## src/rtl/spi_master_nslave_if.sv

```systemverilog
// Bus bundle between the control logic, the SPI master and the slave array.
// Use the master modport for the SPI master itself and the slave modport for the control/slave-array side.
interface spi_master_nslave_if #(
   parameter int DATA_W     = 16,
   parameter int NUM_SLAVES = 4,
   parameter int SEL_W      = 2
);
   // Handshake: start is a request that is accepted only while the master is
   // idle and not pulsing done; busy rises the cycle after acceptance, done
   // pulses once at completion, and err pulses instead of busy when slave_sel
   // names a non-existent slave. A start that is not accepted is dropped.
   logic                  start;
   logic [SEL_W-1:0]      slave_sel;
   logic                  cpol;
   logic                  cpha;
   logic [DATA_W-1:0]     tx_data;
   logic                  MISO;
   logic                  SCLK;
   logic                  MOSI;
   logic [NUM_SLAVES-1:0] CS_N;
   logic                  busy;
   logic                  done;
   logic                  err;
   logic [DATA_W-1:0]     rx_data;
   logic [1:0]            dbg_state;

   modport master (
      input  start, slave_sel, cpol, cpha, tx_data, MISO,
      output SCLK, MOSI, CS_N, busy, done, err, rx_data, dbg_state
   );

   modport slave (
      output start, slave_sel, cpol, cpha, tx_data, MISO,
      input  SCLK, MOSI, CS_N, busy, done, err, rx_data, dbg_state
   );
endinterface

```

## src/rtl/spi_master_nslave.sv

```systemverilog
// SPI master with NUM_SLAVES chip selects, runtime CPOL/CPHA and a CLK_DIV-derived SCLK.
// One DATA_W-bit word is exchanged MSB first per accepted start.
module spi_master_nslave #(
   parameter int DATA_W     = 16,
   parameter int NUM_SLAVES = 4,
   parameter int SEL_W      = 2,
   parameter int CLK_DIV    = 4
) (
   input  logic                 clk,
   input  logic                 reset,
   spi_master_nslave_if.master  bus
);
   localparam int CNT_W  = (CLK_DIV > 1) ? $clog2(CLK_DIV) : 1;
   localparam int HALF_W = $clog2(2 * DATA_W);
   localparam logic [CNT_W-1:0]  CNT_LAST  = CNT_W'(CLK_DIV - 1);
   localparam logic [HALF_W-1:0] HALF_LAST = HALF_W'(2 * DATA_W - 1);

   typedef enum logic [1:0] {
      IDLE  = 2'd0,
      SETUP = 2'd1,
      XFER  = 2'd2,
      HOLD  = 2'd3
   } state_t;

   state_t                state_q, state_d;
   logic [CNT_W-1:0]      cnt_q, cnt_d;
   logic [HALF_W-1:0]     half_q, half_d;
   logic                  cpol_q, cpol_d;
   logic                  cpha_q, cpha_d;
   logic [DATA_W-1:0]     tx_sr_q, tx_sr_d;
   logic [DATA_W-1:0]     rx_sr_q, rx_sr_d;
   logic                  sclk_q, sclk_d;
   logic                  mosi_q, mosi_d;
   logic [NUM_SLAVES-1:0] cs_n_q, cs_n_d;
   logic                  busy_q, busy_d;
   logic                  done_q, done_d;
   logic                  err_q, err_d;
   logic [DATA_W-1:0]     rx_data_q, rx_data_d;

   logic period_end;
   logic leading;
   logic last_half;
   logic sample_en;
   logic shift_en;
   logic sel_ok;

   assign period_end = (cnt_q == CNT_LAST);
   // half_q counts SCLK toggles already made; an even count means the next toggle is a leading edge.
   assign leading    = ~half_q[0];
   assign last_half  = (half_q == HALF_LAST);
   assign sample_en  = cpha_q ? ~leading : leading;
   assign shift_en   = cpha_q ? leading : (~leading & ~last_half);
   assign sel_ok     = ({1'b0, bus.slave_sel} < (SEL_W + 1)'(NUM_SLAVES));

   always_comb begin
      state_d   = state_q;
      cnt_d     = cnt_q;
      half_d    = half_q;
      cpol_d    = cpol_q;
      cpha_d    = cpha_q;
      tx_sr_d   = tx_sr_q;
      rx_sr_d   = rx_sr_q;
      sclk_d    = sclk_q;
      mosi_d    = mosi_q;
      cs_n_d    = cs_n_q;
      busy_d    = busy_q;
      done_d    = 1'b0;
      err_d     = 1'b0;
      rx_data_d = rx_data_q;

      case (state_q)
         IDLE: begin
            sclk_d = cpol_q;
            // The done cycle is excluded so a start held across completion is not re-accepted.
            if (bus.start && !done_q) begin
               if (sel_ok) begin
                  state_d = SETUP;
                  cnt_d   = '0;
                  half_d  = '0;
                  cpol_d  = bus.cpol;
                  cpha_d  = bus.cpha;
                  sclk_d  = bus.cpol;
                  cs_n_d  = ~(NUM_SLAVES'(1) << bus.slave_sel);
                  busy_d  = 1'b1;
                  rx_sr_d = '0;
                  if (!bus.cpha) begin
                     mosi_d  = bus.tx_data[DATA_W-1];
                     tx_sr_d = bus.tx_data << 1;
                  end else begin
                     mosi_d  = 1'b0;
                     tx_sr_d = bus.tx_data;
                  end
               end else begin
                  err_d = 1'b1;
               end
            end
         end
         SETUP: begin
            if (period_end) begin
               cnt_d   = '0;
               state_d = XFER;
            end else begin
               cnt_d = cnt_q + CNT_W'(1);
            end
         end
         XFER: begin
            if (period_end) begin
               cnt_d  = '0;
               sclk_d = ~sclk_q;
               half_d = half_q + HALF_W'(1);
               if (sample_en) rx_sr_d = {rx_sr_q[DATA_W-2:0], bus.MISO};
               if (shift_en) begin
                  mosi_d  = tx_sr_q[DATA_W-1];
                  tx_sr_d = tx_sr_q << 1;
               end
               if (last_half) begin
                  half_d  = '0;
                  state_d = HOLD;
               end
            end else begin
               cnt_d = cnt_q + CNT_W'(1);
            end
         end
         HOLD: begin
            if (period_end) begin
               cnt_d     = '0;
               state_d   = IDLE;
               cs_n_d    = '1;
               busy_d    = 1'b0;
               done_d    = 1'b1;
               rx_data_d = rx_sr_q;
               mosi_d    = 1'b0;
            end else begin
               cnt_d = cnt_q + CNT_W'(1);
            end
         end
         default: state_d = IDLE;
      endcase
   end

   always_ff @(posedge clk or negedge reset) begin
      if (!reset) begin
         state_q   <= IDLE;
         cnt_q     <= '0;
         half_q    <= '0;
         cpol_q    <= 1'b0;
         cpha_q    <= 1'b0;
         tx_sr_q   <= '0;
         rx_sr_q   <= '0;
         sclk_q    <= 1'b0;
         mosi_q    <= 1'b0;
         cs_n_q    <= '1;
         busy_q    <= 1'b0;
         done_q    <= 1'b0;
         err_q     <= 1'b0;
         rx_data_q <= '0;
      end else begin
         state_q   <= state_d;
         cnt_q     <= cnt_d;
         half_q    <= half_d;
         cpol_q    <= cpol_d;
         cpha_q    <= cpha_d;
         tx_sr_q   <= tx_sr_d;
         rx_sr_q   <= rx_sr_d;
         sclk_q    <= sclk_d;
         mosi_q    <= mosi_d;
         cs_n_q    <= cs_n_d;
         busy_q    <= busy_d;
         done_q    <= done_d;
         err_q     <= err_d;
         rx_data_q <= rx_data_d;
      end
   end

   assign bus.SCLK      = sclk_q;
   assign bus.MOSI      = mosi_q;
   assign bus.CS_N      = cs_n_q;
   assign bus.busy      = busy_q;
   assign bus.done      = done_q;
   assign bus.err       = err_q;
   assign bus.rx_data   = rx_data_q;
   assign bus.dbg_state = state_q;
endmodule
```

## src/flat_wrapper.sv

```systemverilog
// flat-port wrapper written by rule: the top's interface ports become plain ports
module spi_master_nslave_flat 
#(
   parameter int DATA_W     = 16,
   parameter int NUM_SLAVES = 4,
   parameter int SEL_W      = 2,
   parameter int CLK_DIV    = 4
)
  (clk, reset, bus_start, bus_slave_sel, bus_cpol, bus_cpha, bus_tx_data, bus_MISO, bus_SCLK, bus_MOSI, bus_CS_N, bus_busy, bus_done, bus_err, bus_rx_data, bus_dbg_state);
  spi_master_nslave_if #(.DATA_W(DATA_W), .NUM_SLAVES(NUM_SLAVES), .SEL_W(SEL_W)) bus_i ();
  input  logic clk;
  input  logic reset;
  input wire logic [$bits(bus_i.start)-1:0] bus_start;
  input wire logic [$bits(bus_i.slave_sel)-1:0] bus_slave_sel;
  input wire logic [$bits(bus_i.cpol)-1:0] bus_cpol;
  input wire logic [$bits(bus_i.cpha)-1:0] bus_cpha;
  input wire logic [$bits(bus_i.tx_data)-1:0] bus_tx_data;
  input wire logic [$bits(bus_i.MISO)-1:0] bus_MISO;
  output wire logic [$bits(bus_i.SCLK)-1:0] bus_SCLK;
  output wire logic [$bits(bus_i.MOSI)-1:0] bus_MOSI;
  output wire logic [$bits(bus_i.CS_N)-1:0] bus_CS_N;
  output wire logic [$bits(bus_i.busy)-1:0] bus_busy;
  output wire logic [$bits(bus_i.done)-1:0] bus_done;
  output wire logic [$bits(bus_i.err)-1:0] bus_err;
  output wire logic [$bits(bus_i.rx_data)-1:0] bus_rx_data;
  output wire logic [$bits(bus_i.dbg_state)-1:0] bus_dbg_state;
  assign bus_i.start = bus_start;
  assign bus_i.slave_sel = bus_slave_sel;
  assign bus_i.cpol = bus_cpol;
  assign bus_i.cpha = bus_cpha;
  assign bus_i.tx_data = bus_tx_data;
  assign bus_i.MISO = bus_MISO;
  assign bus_SCLK = bus_i.SCLK;
  assign bus_MOSI = bus_i.MOSI;
  assign bus_CS_N = bus_i.CS_N;
  assign bus_busy = bus_i.busy;
  assign bus_done = bus_i.done;
  assign bus_err = bus_i.err;
  assign bus_rx_data = bus_i.rx_data;
  assign bus_dbg_state = bus_i.dbg_state;
  spi_master_nslave #(.DATA_W(DATA_W), .NUM_SLAVES(NUM_SLAVES), .SEL_W(SEL_W), .CLK_DIV(CLK_DIV)) u_core (.clk(clk), .reset(reset), .bus(bus_i));
endmodule
```

## config.mk

```make
export PLATFORM = sky130hd
export DESIGN_NAME = spi_master_nslave_flat
export DESIGN_NICKNAME = d
export VERILOG_FILES = /design/src/rtl/spi_master_nslave_if.sv /design/src/rtl/spi_master_nslave.sv /design/src/flat_wrapper.sv
export SDC_FILE = /design/constraint.sdc
export NUM_CORES = 1
export LEC_CHECK = 0
export CAP_MARGIN = 15
export CORE_AREA = 2 2 84 86
export CTS_CLUSTER_DIAMETER = 100
export DETAILED_ROUTE_END_ITERATION = 16
export DIE_AREA = 0 0 86 88
export GPL_ROUTABILITY_DRIVEN = 0
export PLACE_DENSITY = 0.75
export SLEW_MARGIN = 10
export SYNTH_ARGS = -nofsm -noshare
export SYNTH_HDL_FRONTEND = slang
export SYNTH_SLANG_ARGS = --single-unit
```

## constraint.sdc

```tcl
create_clock -name clk -period 6.2 [get_ports clk]
set_input_delay 1.24 -clock clk [delete_from_list [all_inputs] [get_ports clk]]
set_output_delay 1.24 -clock clk [all_outputs]
set_load 0.01 [all_outputs]
```

==> flow_summary_export.csv <==
group,metric,value,unit
cts,tritoncts,"built",
status,status,"completed",
power_and_ir_drop,leakage,1.80,nW
floorplan,num_io_pins,51,
floorplan,die-area,7570,um^2
detailed_routing,ant_nets,0,
grt,grt_max_degree,68,
sta,hold_viol,0,
placed_design,dp.cells,413,
layout,num-fill-cells,563,
floorplan,start_util,48.7,%
grt,grtUsageTotal,18.5,%
cts,clock_sinks,67,
logic_synthesis,syn_inst,299,
logic_synthesis,synth_seq_cells,67,
logic_synthesis,synth_flop_cell,"dfrtp_1",
logic_synthesis,async_flop_share,100,%
sta,maxSlewViolCount,0,
cts,clk_latency,0.34,ns
logic_synthesis,synth-edff-count,0,
worst_setup_path,critPathRequiredTime,6.42,ns
flow_run,cap_violations,0,
sta,fin_crit,2.81,ns
logic_synthesis,yosys.cell_types.count,42,
sta,setup_violations,0,
detailed_routing,vias_per_cell,5.25,
detailed_routing,wl_per_cell,14.4,um
detailed_routing,dr_total_vias,2251,
detailed_routing,drt_iter0_markers,113,
layout,drive_gt1_share,17.8,%
layout,final_cells,429,
logic_synthesis,syn_area,3230,um^2
worst_setup_path,path_max_fanout,57,
placed_design,dp_hpwl,4.16,mm
cts,h-tree-depth,3,
detailed_routing,drt-pass1-iter-count,4,
power_and_ir_drop,vdd_ir_drop_max,0.175,mV
grt,overflow,0,
placed_design,io_buffers,49,
grt,grt_pass1_wl,11.0,mm
cts,post_cts_buffers,0,
floorplan,die_x,86,um
layout,diodes,0,
sta,slew-limit-headroom,35.6,%
logic_synthesis,yosysTopAreaCellShare,48.8,%
worst_setup_path,worst-setup-path-type,"reg -> reg",
grt,grt_pass1_vias,2385,
logic_synthesis,netlist.top_cell.by_area,"dfrtp_1",
worst_hold_path,hp-class,"reg -> reg",
cts,clockBufferDepth,2,
grt,antenna_found_initial,0,
cts,holdBufCountCts,0,
logic_synthesis,ys_warn_count,0,
logic_synthesis,ys_top_cells_by_area,"dfrtp_1, mux2_2, nand2_1",
logic_synthesis,syn_area_per_cell,10.8,um^2
cts,clk_pin_slew,0.07,ns
sta,setup_tns,0,ns
sta,rsz0062_at_grt,"false",
cts,root_buffer,"clkbuf_8",
detailed_routing,drcViolationCount,0,
floorplan,coreArea,6640,um^2
logic_synthesis,yosysSeqAreaShare,52.0,%
cts,cts_resized,0,
floorplan,fp-row-count,30,
worst_setup_path,crit_path_end_kind,"flip-flop",
floorplan,die_h,88,um
sta,worstMarginPinSlew,0.963,ns
cts,cts_buffers,9,
layout,nets,376,
sta,skew,0.0109,ns
sta,fin_crit_sh,45.4,%
power_and_ir_drop,powerDensity,427,nW/um^2
worst_setup_path,worstSetupStartpointType,"flip-flop",
layout,synthToLayoutAreaGrowth,22.7,%
sta,fmax,356,MHz
logic_synthesis,syn-num-nets,331,
worst_setup_path,crit_arrival,3.03,ns
detailed_routing,routed_wl,6.17,mm
## placed cells by master (no fill, tap or decap), drive strengths merged, types with 8 or more instances in the layout
cell,count
mux2,35
clkdlybuf4s50,48
inv,8
dfrtp,63
clkbuf,11
ha,8
o21ai,39
mux2i,15
nor2,9
nand2,61
## per-stage QoR
| stage | hold WS, ns | setup WS [ns] | util, % | power, mW | instance area [um^2] |
|---|---|---|---|---|---|
| 6_report | 0.484 | 3.39 | 59.7 | 1.69 | 3970 |
| 4_1_cts | 0.485 | 3.13 | 59.5 | 1.70 | 3960 |
| 5_1_grt | 0.522 | 3.12 | 59.7 | 1.82 | 3970 |
| 2_1_floorplan | 0.445 | 3.84 | - | 1.15 | 3230 |
| 3_5_place_dp | 0.470 | 2.94 | 56.5 | 1.33 | 3750 |
| 3_3_place_gp | 0.460 | 3.05 | 56.5 | 1.30 | 3750 |
## state kept, by name (all words and copies together) (netlist names), 2 cells and up
name / count
u_core.half_q: 5
u_core.bus.dbg_state: 2
u_core.cnt_q: 2
u_core.tx_sr_q: 16
u_core.bus.rx_data: 16
u_core.rx_sr_q: 16
u_core.bus.CS_N: 4
## synth_stat cells (4+ instances only)
cell	count
dfstp_2	4
nand2b_1	5
buf_2	7
o21ai_0	38
clkbuf_1	4
mux2_4	9
mux2i_1	15
inv_1	8
nand2_1	60
mux2_2	26
nor2_1	9
nand3_1	4
a31oi_1	4
dfrtp_1	63
ha_1	8
## layout make-up
class	count	area [um^2]	share of cell area, %
Multi-Input combinational cell	208	1460	36.8
Clock inverter	5	62.6	1.58
Sequential cell	67	1680	42.4
Timing Repair Buffer	50	493	12.4
Clock buffer	11	141	3.56
Inverter	8	30.0	0.757
Tap cell	80	100	2.52
## final timing paths
check                                             start                     end  slack, ns  cells past startpoint
worst max-delay path            u_core.bus.dbg_state[0]       u_core.tx_sr_q[1]       3.39                      6
worst min-delay path                  u_core.tx_sr_q[0]       u_core.tx_sr_q[0]       0.48                      1
worst max register to register  u_core.bus.dbg_state[0]       u_core.tx_sr_q[1]       3.39                      6
worst min register to register        u_core.tx_sr_q[0]       u_core.tx_sr_q[0]       0.48                      1
max in group asynchronous                         reset           u_core.cpha_q       4.58                      2
min in group asynchronous                         reset  u_core.bus.rx_data[13]       1.07                      2
## cell families after synthesis
family | after synthesis | share of synthesized area (%)
AND/OR/NAND/NOR | 89 | 12.0
flip-flops | 67 | 52.0
AO/OA/AOI/OAI | 58 | 10.8
multiplexers | 50 | 17.9
buffers and inverters | 24 | 3.52
adder cells (fa/ha/maj) | 8 | 3.10
XOR/XNOR | 2 | 0.542
other | 1 | 0.116
## where the power goes
group          switching (mW)  internal [mW]
logic                   0.365          0.337
registers              0.0714          0.556
clock network           0.166          0.198
total                   0.602           1.09
## layer usage
metal / GRT usage (%) / up-vias / routed length [um]
li1: - / 1122 / -
met1: 23.0 / 1086 / 2760
met2: 31.4 / 36 / 3090
met3: 5.75 / 7 / 254
met4: 5.19 / 0 / 70
met5: 0 / - / 0
## worst max-delay path, stage by stage (launching register included)
cell      delay (ns)
dfrtp_1         0.43
inv_1           0.13
ha_2            0.84
mux2_2          0.47
a21boi_4        0.18
nand2_4         0.26
mux2_2          0.38
No activity file was read; power rests on OpenSTA's default activity.
